**config.mk**
```make
export PLATFORM = sky130hd
export DESIGN_NAME = timestamp_capture
export DESIGN_NICKNAME = d
export VERILOG_FILES = /design/src/rtl/timestamp_pkg.sv /design/src/rtl/edge_sync_detect.sv /design/src/rtl/timestamp_capture.sv
export SDC_FILE = /design/constraint.sdc
export NUM_CORES = 1
export LEC_CHECK = 0
export CORE_AREA = 2 2 102 104
export CTS_BUF_LIST = sky130_fd_sc_hd__clkbuf_8
export DETAILED_ROUTE_END_ITERATION = 7
export DIE_AREA = 0 0 104 106
export GPL_TIMING_DRIVEN = 1
export MAX_ROUTING_LAYER = met4
export PLACE_DENSITY = 0.79
export SYNTH_ARGS = -nofsm -noshare
export SYNTH_HDL_FRONTEND = slang
export SYNTH_HIERARCHICAL = 1
export SYNTH_SLANG_ARGS = --single-unit
export TNS_END_PERCENT = 30
```
**constraint.sdc**
```tcl
create_clock -name clk -period 3.1 [get_ports clk]
set_clock_uncertainty 0.1 [all_clocks]
set_input_delay 0.62 -clock clk [delete_from_list [all_inputs] [get_ports clk]]
set_output_delay 0.62 -clock clk [all_outputs]
set_load 0.005 [all_outputs]
```
**src/rtl/timestamp_pkg.sv**
```systemverilog
// Shared widths and the timestamp type used by the capture block and its consumers.
package timestamp_pkg;

   localparam int TS_W     = 32;
   localparam int TS_DEPTH = 4;

   typedef logic [TS_W-1:0] ts_t;

endpackage

```
**src/rtl/edge_sync_detect.sv**
```systemverilog
// Brings an asynchronous event line into the clk domain and flags each rising edge
// with a single-cycle pulse.
module edge_sync_detect (
   input  logic clk,
   input  logic reset,
   input  logic event_in,
   output logic edge_o
);

   logic sync0_q;
   logic sync1_q;
   logic prev_q;

   // Two flops for metastability, then one more to remember the previous settled level.
   always_ff @(posedge clk) begin
      if (!reset) begin
         sync0_q <= 1'b0;
         sync1_q <= 1'b0;
         prev_q  <= 1'b0;
      end else begin
         sync0_q <= event_in;
         sync1_q <= sync0_q;
         prev_q  <= sync1_q;
      end
   end

   assign edge_o = sync1_q & ~prev_q;

endmodule

```
**src/rtl/timestamp_capture.sv**
```systemverilog
// Latches the upstream counter on every synchronized event edge into a small
// first-word-fall-through FIFO, drained over a valid/ready handshake.
module timestamp_capture
   import timestamp_pkg::*;
#(
   parameter int N     = TS_W,
   parameter int DEPTH = TS_DEPTH
) (
   input  logic                     clk,
   input  logic                     reset,
   input  logic [N-1:0]             q,
   input  logic                     event_in,
   input  logic                     cap_en,
   output logic [N-1:0]             ts_data,
   output logic                     ts_valid,
   input  logic                     ts_ready,
   output logic [$clog2(DEPTH):0]   level,
   output logic                     overflow,
   input  logic                     ovf_clr
);

   localparam int PW = $clog2(DEPTH) + 1;
   localparam int AW = PW - 1;
   localparam logic [PW-1:0] ONE = PW'(1);

   logic [N-1:0]  mem_q [DEPTH];
   logic [PW-1:0] wrPtr_q, wrPtr_d;
   logic [PW-1:0] rdPtr_q, rdPtr_d;
   logic [PW-1:0] level_q, level_d;
   logic          overflow_q, overflow_d;

   logic edgePulse;
   logic push;
   logic pop;
   logic full;
   logic empty;
   logic wrEn;
   logic drop;

   edge_sync_detect u_edge (
      .clk      (clk),
      .reset    (reset),
      .event_in (event_in),
      .edge_o   (edgePulse)
   );

   // A push into a full FIFO still succeeds when the head leaves in the same cycle.
   always_comb begin
      empty      = (wrPtr_q == rdPtr_q);
      full       = (wrPtr_q[AW-1:0] == rdPtr_q[AW-1:0]) && (wrPtr_q[PW-1] != rdPtr_q[PW-1]);
      push       = edgePulse & cap_en;
      pop        = ~empty & ts_ready;
      wrEn       = push & (~full | pop);
      drop       = push & full & ~pop;

      wrPtr_d    = wrPtr_q;
      rdPtr_d    = rdPtr_q;
      level_d    = level_q;
      overflow_d = overflow_q;

      if (wrEn) wrPtr_d = wrPtr_q + ONE;
      if (pop)  rdPtr_d = rdPtr_q + ONE;

      if (wrEn && !pop)      level_d = level_q + ONE;
      else if (!wrEn && pop) level_d = level_q - ONE;

      if (drop)         overflow_d = 1'b1;
      else if (ovf_clr) overflow_d = 1'b0;
   end

   always_ff @(posedge clk) begin
      if (!reset) begin
         wrPtr_q    <= '0;
         rdPtr_q    <= '0;
         level_q    <= '0;
         overflow_q <= 1'b0;
      end else begin
         wrPtr_q    <= wrPtr_d;
         rdPtr_q    <= rdPtr_d;
         level_q    <= level_d;
         overflow_q <= overflow_d;
      end
   end

   // Storage is not cleared on reset; the pointers alone decide what is valid.
   always_ff @(posedge clk) begin
      if (reset && wrEn) begin
         mem_q[wrPtr_q[AW-1:0]] <= q;
      end
   end

   assign ts_data  = mem_q[rdPtr_q[AW-1:0]];
   assign ts_valid = ~empty;
   assign level    = level_q;
   assign overflow = overflow_q;

endmodule

```
## Word level (Yosys, flattened, before mapping)

Memory sizes are Yosys's and may differ from the RTL's. A register that Yosys moved wholly into a read port is not among the register bits.
Index checks and enable logic that the tools add are counted.

- Add/sub/neg operators: 4
- Equal/unequal tests: 3
- Multiplexer cells: 8
- Bitwise logic cells: 11
- Reduce and logical (&&, ||, !) cells: 8

Operators with widths:

| operator | number |
|---|---|
| adder 3 x 1 -> 3 bit (second input constant) | 3 |
| bitwise AND 1 bit | 6 |
| 2-to-1 mux 3 bit | 2 |
| logical AND 1 bit | 4 |
| 2-to-1 mux 1 bit | 4 |
| 2-to-1 mux 2 bit | 2 |
| inverter 1 bit | 4 |
| nonzero test 2 bit | 2 |
| equality test 3 bit | 1 |
| subtractor 3 x 1 -> 3 bit (second input constant) | 1 |
| equality test 2 bit | 1 |
| logical NOT 1 bit | 2 |
| inequality test 1 bit | 1 |
| bitwise OR 1 bit | 1 |

- Register bits: 13
- Bits in writable memories: 128
- Input port bits: 38
- Output and inout bits: 37
- Word-level logic and storage cells: 42
- Memories kept: 1

Memory list:

| name | depth | width | read ports | clocked after memory_dff | write ports | line | RTL |
|---|---|---|---|---|---|---|---|
| mem_q | 4 | 32 | 1 | 1 | 1 | timestamp_capture.sv:26 | `logic [N-1:0] mem_q [DEPTH];` |

## Longest topological paths before layout

Gate-level depths: netlist of run 1.

- Word-level depth: 9
- Gate-level depth with buffers: 9
- Depth with buffers taken out: 9

## By module

Netlist of run 1, hierarchy kept.

Modules (own cells, without submodules):

| module | times used | cells each | area each (um2) | sequential area each (um2) |
|---|---|---|---|---|
| timestamp_capture | 1 | 234 | 5,282.6 | 4,083.9 |
| edge_sync_detect | 1 | 7 | 92.6 | 60.1 |

## Worst setup path before layout of run 1

OpenSTA, ideal clock, no wires.

- Path type: in2reg
- From: in cap_en
- To: reg level_q[2] (netlist: level[2])
- Library setup time: 0.076 ns
- Data arrival time: 2.169 ns
- Required time: 2.924 ns
- Setup slack: 0.756 ns
- Stages: 8
- Buffers on the path: 0
- Path through: nand2_1 > a41oi_4 > ha_1 > inv_1 > fa_1 > xor2_1 > or3_1 > a21boi_0

- Cells in the longest elaborated chain, start to end: 5
- Elaborated cells between the ends (all ways): 7
- Those cells by class: 1 x mux; 2 x bitwise; 4 x reduce/logical

Ends and longest elaborated chain:

| element | line | RTL |
|---|---|---|
| start, declared | timestamp_capture.sv:13 | `input logic cap_en,` |
| bitwise AND 1 bit (*) | timestamp_capture.sv:51 | `push = edgePulse & cap_en;` |
| bitwise AND 1 bit (*) | timestamp_capture.sv:53 | `wrEn = push & (~full \| pop);` |
| logical NOT 1 bit | timestamp_capture.sv:65 | `else if (!wrEn && pop) level_d = level_q - ONE;` |
| logical AND 1 bit | timestamp_capture.sv:65 |  |
| nonzero test 2 bit (no source line) | -- |  |
| end signal, assigned | timestamp_capture.sv:80 | `level_q <= level_d;` |
| end, declared | timestamp_capture.sv:29 | `logic [PW-1:0] level_q, level_d;` |

Mark *: on every way between the ends. The rest lies on a longest branch, timed or not.
A chain may end at the register's enable or synchronous reset.

==> results of run 1 <==
## state kept, by name, summed over array words and instances, names as in the netlist, named ones only
signal,count
rdPtr_q,3
level,3
u_edge/sync0_q,1
mem_q,128
wrPtr_q,3
u_edge/prev_q,1
u_edge/sync1_q,1
overflow,1
## area by class of cell
type | instances | area share (%)
Clock buffer | 17 | 3.431
Clock inverter | 15 | 2.881
Inverter | 5 | 0.2752
Multi-Input combinational cell | 85 | 17.27
Sequential cell | 143 | 60.81
Tap cell | 136 | 2.495
Timing Repair Buffer | 82 | 12.84
## cell families (layout without fill, tap and decap cells)
logic type               count (synthesis)  after routing  share of synthesized area [%]
AO/OA/AOI/OAI                            8              8                          1.606
XOR/XNOR                                10             10                          1.769
adder cells (fa/ha/maj)                  7              7                          1.769
buffers and inverters                   13            119                          1.001
flip-flops                             143            143                          77.10
multiplexers                            34             34                          13.78
AND/OR/NAND/NOR                         26             26                          2.980
## report_power, final
| group | switching, uW | leakage [uW] | internal [uW] |
|---|---|---|---|
| registers | 13.3 | 0.00127 | 2110 |
| clock network | 668 | 0.000219 | 875 |
| logic | 103 | 0.000718 | 179 |
| total | 784 | 0.00221 | 3170 |
## routing by layer
layer | vias up | track usage, % | routed length [um]
met5 | - | - | 0
met4 | 0 | 5.502 | 38
met3 | 5 | 5.028 | 423
met2 | 75 | 28.34 | 4609
met1 | 1331 | 21.82 | 3709
li1 | 1168 | - | -
## cell usage after synthesis
master / count / share of area, %
inv_1: 5 / 0.35
a41oi_4: 1 / 0.51
xnor2_1: 5 / 0.81
mux4_2: 32 / 13
buf_2: 4 / 0.37
o22ai_1: 1 / 0.12
edfxtp_1: 128 / 72
nor2b_4: 1 / 0.26
nand4_1: 1 / 0.12
o21ai_0: 3 / 0.28
o31ai_4: 1 / 0.40
and2_1: 8 / 0.93
xor2_1: 4 / 0.65
o311ai_0: 1 / 0.16
nand3_1: 2 / 0.19
nand2b_1: 1 / 0.12
dfxtp_1: 15 / 5.6
or3_1: 2 / 0.23
a21boi_0: 1 / 0.14
mux2i_1: 2 / 0.37
buf_1: 2 / 0.14
clkbuf_1: 2 / 0.14
nor2b_1: 2 / 0.23
ha_1: 6 / 1.4
nand2_1: 5 / 0.35
fa_1: 1 / 0.37
and3_2: 4 / 0.56
xor2_2: 1 / 0.30
## stage by stage
stage / power, uW / setup slack [ns] / instance area [um2] / hold WS, ns / util, %
after global routing: 4087 / 0.1869 / 6819 / 0.3567 / 68.19
after CTS: 3986 / 0.2399 / 6819 / 0.3398 / 68.19
after global placement: 2447 / 0.2985 / 6389 / 0.3106 / 63.89
after floorplan: 2291 / 0.7558 / 5375 / 0.3057 / -
final: 3949 / 0.2918 / 6819 / 0.3334 / 68.19
after detailed placement: 2454 / 0.2276 / 6389 / 0.3245 / 63.89
## path summary, 6_finish.rpt
path / startpoint / endpoint / slack [ns] / cells past startpoint
max: flip-flop / ts_data[17] / 0.29 / 3
max reg2reg: wrPtr_q[0] / level[2] / 0.71 / 8
min: u_edge/sync0_q / u_edge/sync1_q / 0.33 / 1
min reg2reg: u_edge/sync0_q / u_edge/sync1_q / 0.33 / 1
==> impl_metrics.toml, run 1 <==
[final_layout]
antennaDiodeCount = 0
layout_commonest_cell = "edfxtp_1"
finalNonFillerCells = 483
multi_input_area_mm2 = 0.001177
post_route_cells_drive_above_1_share_pct = 23.05
register_area_mm2 = 0.004146
final_net_count = 379
layout-area-overhead-vs-synth_pct = 26.86
most_used_cells_in_the_layout_excluding_fill_and_tap_cells = "edfxtp_1 (128), clkdlybuf4s50_1 (74), mux4_2 (32)"
fill_cells = 667

[global_route]
via_count_of_the_first_global_routing_pass = 2719
grt_max_degree = 33
number_of_antenna_violations_at_the_first_check_in_global_routing = 0
total_track_usage_pct = 17.52
grt-ovfl-total = 0
grt_pass1_wl_um = 13980

[critical_path]
timing.critical_path.required_ns = 2.38
timing.critical_path.slowest_cell_delay_ns = 0.59
worst_path_max_delay_cell = "mux4_2"
critPathArrivalTime_ns = 2.09
setup.worst_path.class = "flip-flop to primary output"
crit_family = "buffers and inverters"
timing.critical_path.fanout_max = 32
worstPathCellList = "buf_12, mux4_2, clkdlybuf4s50_1"
worst_setup_ep_type = "primary output"
timing.critical_path.from_type = "flip-flop"
worstPathBufferInverterCount = 2

[clock_network]
ctsHtreeMaxLevel = 4
tritoncts = "done"
worst_skew_pair.late_latency_ns = 0.42
ctsRootBufferMaster = "clkbuf_8"
cts_sinks = 143
cts.hold.buffers_added = 0
clockBufferDepth = 2
post_cts.repair.setup_buffers = 0
cts_resized = 0
clk_pin_slew_ns = 0.08
clock_buffers_created_by_tritoncts = 17

[synthesis]
synth_cells = 241
synth_cell_type_count = 28
synthesis.area_per_instance_um2 = 22.30
yosysWarnings = 6
syn_nets = 286
synth.cell_area_mm2 = 0.005375
yosys_register_bits = 143
synth-seq-area-share_pct = 77.09

[job]
drv.max_cap_violation_count = 0

[die]
die_h_um = 106
core_mm2 = 0.01000
die_x_um = 104
num_rows = 37
start_util_pct = 53.75
io_pins = 75
fp.dieArea_mm2 = 0.01102

[drt]
drt_first_pass_iters = 4
drt_wl_total_um = 8781
detail_route.drc_violations = 0
routed_via_density = 5.340
post_drt_wl_per_cell_um = 18.18
route.vias.total = 2579
detail-route-antenna-nets = 0
drtIter0Drc = 132

[hold_path]
timing.hold.worst.class = "flip-flop to flip-flop"

[sta]
timing.final.crit_period_ns = 2.808
timing.final.max_slew_violations = 0
setup_viol = 0
max_slew.worst_pin.slew_ns = 0.4749
worst_slew_margin_rel_pct = 68.34
unrepaired_setup_endpoints_after_global_routing = "no"
layout_worst_path_cycle_share_pct = 90.59
max_clock_freq_mhz = 356.1
final-hold-violation-count = 0
final_setup_tns_ns = 0

[place]
dp.final_hpwl_um = 5527
post-place-cells = 451
finalWeightedCongestion = 0.7452
port_buffers = 74

[pwr]
power_density_mw_per_mm2 = 579.2
leakagePower_uw = 0.002211
power.ir.vdd_worst_mv = 0.2995

[status]
run_status = "finished clean"
Power figures use the tool's default switching activity.
==> run 2: changes to the inputs <==
--- a/config.mk
+++ b/config.mk
@@ -9,6 +9,7 @@
 export CTS_BUF_LIST = sky130_fd_sc_hd__clkbuf_8
 export DETAILED_ROUTE_END_ITERATION = 7
 export DIE_AREA = 0 0 104 106
+export GPL_ROUTABILITY_DRIVEN = 1
 export GPL_TIMING_DRIVEN = 1
 export MAX_ROUTING_LAYER = met4
 export PLACE_DENSITY = 0.79
==> results of run 2 <==
The final DEF is identical to that of run 1; final timing and power are the same.
==> run 3: changes to the inputs <==
--- a/config.mk
+++ b/config.mk
@@ -5,14 +5,16 @@
 export SDC_FILE = /design/constraint.sdc
 export NUM_CORES = 1
 export LEC_CHECK = 0
-export CORE_AREA = 2 2 102 104
+export CELL_PAD_IN_SITES_DETAIL_PLACEMENT = 0
+export CELL_PAD_IN_SITES_GLOBAL_PLACEMENT = 1
+export CORE_AREA = 2 2 108 110
 export CTS_BUF_LIST = sky130_fd_sc_hd__clkbuf_8
 export DETAILED_ROUTE_END_ITERATION = 7
-export DIE_AREA = 0 0 104 106
+export DIE_AREA = 0 0 110 112
 export GPL_ROUTABILITY_DRIVEN = 1
 export GPL_TIMING_DRIVEN = 1
 export MAX_ROUTING_LAYER = met4
-export PLACE_DENSITY = 0.79
+export PLACE_DENSITY_LB_ADDON = 0.1
 export SYNTH_ARGS = -nofsm -noshare
 export SYNTH_HDL_FRONTEND = slang
 export SYNTH_HIERARCHICAL = 1
==> constraint.sdc (replaced) <==
create_clock -name clk -period 2.7 [get_ports clk]
set_clock_uncertainty 0.1 [all_clocks]
set_input_delay 0.54 -clock clk [delete_from_list [all_inputs] [get_ports clk]]
set_output_delay 0.54 -clock clk [all_outputs]
set_load 0.005 [all_outputs]
==> run 3 against run 2 <==
Die area increased by 12%. Via count down 1.4%. Critical endpoint is now ts_data[28]. Total power is 16% higher. Final cell count increased by 3.3%. Hold slack worse by 0.0034 ns. First-iteration DRC count is 13% lower. Utilization decreased by 5.9 points.
==> impl_metrics.toml, run 3 (synthesized netlist as in run 1, its figures left out) <==
[global_route]
grt_max_degree = 24
grt-ovfl-total = 0
grt_pass1_wl_um = 14050
number_of_antenna_violations_at_the_first_check_in_global_routing = 0
via_count_of_the_first_global_routing_pass = 2722
total_track_usage_pct = 16.55

[drt]
drt_first_pass_iters = 4
detail_route.drc_violations = 0
post_drt_wl_per_cell_um = 18.30
route.vias.total = 2542
detail-route-antenna-nets = 0
drt_wl_total_um = 9134
drtIter0Drc = 115
routed_via_density = 5.094

[critical_path]
worstPathCellList = "buf_12, mux4_2, clkdlybuf4s50_1"
timing.critical_path.from_type = "flip-flop"
timing.critical_path.slowest_cell_delay_ns = 0.51
worst_path_max_delay_cell = "mux4_2"
timing.critical_path.required_ns = 2.06
timing.critical_path.fanout_max = 9
critPathArrivalTime_ns = 1.98
setup.worst_path.class = "flip-flop to primary output"
worst_setup_ep_type = "primary output"

[sta]
final-hold-violation-count = 0
setup_viol = 0
timing.final.crit_period_ns = 2.615
max_clock_freq_mhz = 382.4
max_slew.worst_pin.slew_ns = 0.4241
layout_worst_path_cycle_share_pct = 96.86
finalHoldWorstSlack_ns = 0.3299
worst_slew_margin_rel_pct = 71.37
unrepaired_setup_endpoints_after_global_routing = "yes"
timing.final.max_slew_violations = 0

[clock_network]
ctsHtreeMaxLevel = 4
cts_sinks = 143
tritoncts = "done"
worst_skew_pair.late_latency_ns = 0.42
clockBufferDepth = 2
clock_buffers_created_by_tritoncts = 17
clk_pin_slew_ns = 0.07
ctsRootBufferMaster = "clkbuf_8"

[die]
num_rows = 39
start_util_pct = 48.10
fp.dieArea_mm2 = 0.01232
die_x_um = 110
core_mm2 = 0.01117
io_pins = 75
die_h_um = 112

[final_layout]
post_route_cells_drive_above_1_share_pct = 24.16
layout-area-overhead-vs-synth_pct = 29.49
layout_commonest_cell = "edfxtp_1"
final_net_count = 389
utilization_pct = 62.29
fill_cells = 828
antennaDiodeCount = 0
flip_flop_count_of_the_largest_register_after_layout = 128
most_used_cells_in_the_layout_excluding_fill_and_tap_cells = "edfxtp_1 (128), clkdlybuf4s50_1 (63), mux4_2 (32)"

[place]
port_buffers = 74
dp.final_hpwl_um = 5699
finalWeightedCongestion = 0.7931

[pwr]
combPwrFrac_pct = 7.4
switching_share_pct = 19.04
power_frac_seq_pct = 53.1
power_density_mw_per_mm2 = 660.5
leakagePower_uw = 0.002367
power.ir.vdd_worst_mv = 0.4426
p_int_uw = 3722
clk_pwr_share_pct = 39.5
netSwitchingPower_uw = 875.2

[status]
run_status = "finished clean"

[hold_path]
timing.hold.worst.class = "flip-flop to flip-flop"

[job]
drv.max_cap_violation_count = 0
run 3: cell count changes in the layout (fill, tap and decap cells not counted), moves of 2 or more:
cell,delta
clkinv_2,-2
buf_4,+8
clkinv_4,-3
clkinv_1,+3
dlymetal6s2s_1,+11
clkdlybuf4s50_1,-11
run 3: final cells by class:
class / count / area, um2 / share of cell area [%]
sequential: 143 / 4149 / 59.61
multi-input combinational: 85 / 1177 / 16.92
timing repair buffer: 92 / 1002 / 14.40
clock buffer: 17 / 234.0 / 3.361
clock inverter: 14 / 200.2 / 2.876
tap: 143 / 178.9 / 2.571
inverter: 5 / 18.77 / 0.2696
run 3: per-layer routing:
| layer | vias to the layer above | global-route usage (%) | share of wire [%] |
|---|---|---|---|
| met3 | 4 | 5.504 | 5.0 |
| met2 | 63 | 24.99 | 51 |
| met1 | 1287 | 21.16 | 43 |
| met5 | - | - | 0 |
| met4 | 0 | 5.570 | 0.56 |
| li1 | 1188 | - | - |
run 3: critical path, delay by kind of cell, from the launching register on:
kind	cells	cell delay [ns]
flops	1	0.42
buf+inv	2	0.62
mux	1	0.51
run 3: what timing repair did:
| action | CTS | global route |
|---|---|---|
| gates cloned | 1 | 0 |
| resized for setup | 2 | 12 |
| setup buffers | 1 | 0 |
| hold buffers | 0 | 0 |
| pin swaps | 0 | 0 |
| endpoints found under the setup margin | 28 | 14 |
run 3: power by group through the flow:
stage          logic, uW  clock network, uW  registers [uW]
2_1_floorplan        146                  0            2480
3_3_place_gp         330                  0            2490
3_5_place_dp         334                  0            2490
4_1_cts              351               1870            2440
5_1_grt              369               1950            2440
6_report             340               1820            2440
run 3: per-stage QoR:
step	std cells	instance area (um2)	TNS [ns]	worst slack [ns]	power, uW
after floorplan	241	5375	0	0.4358	2631
after global placement	466	6457	0	0.03207	2821
after detailed placement	466	6457	-0.04107	-0.04107	2826
after CTS	499	6929	0	0.003798	4660
after global routing	499	6960	-0.002418	-0.001189	4761
final	499	6960	0	0.08477	4598
run 3: final timing paths:
path / start / endpoint / slack [ns] / depth (start not counted)
worst max register to register: wrPtr_q[0] / level[2] / 0.33 / 8
worst max-delay path: flip-flop / ts_data[28] / 0.08 / 3
worst min-delay path: u_edge/sync0_q / u_edge/sync1_q / 0.33 / 1
worst min register to register: u_edge/sync0_q / u_edge/sync1_q / 0.33 / 1
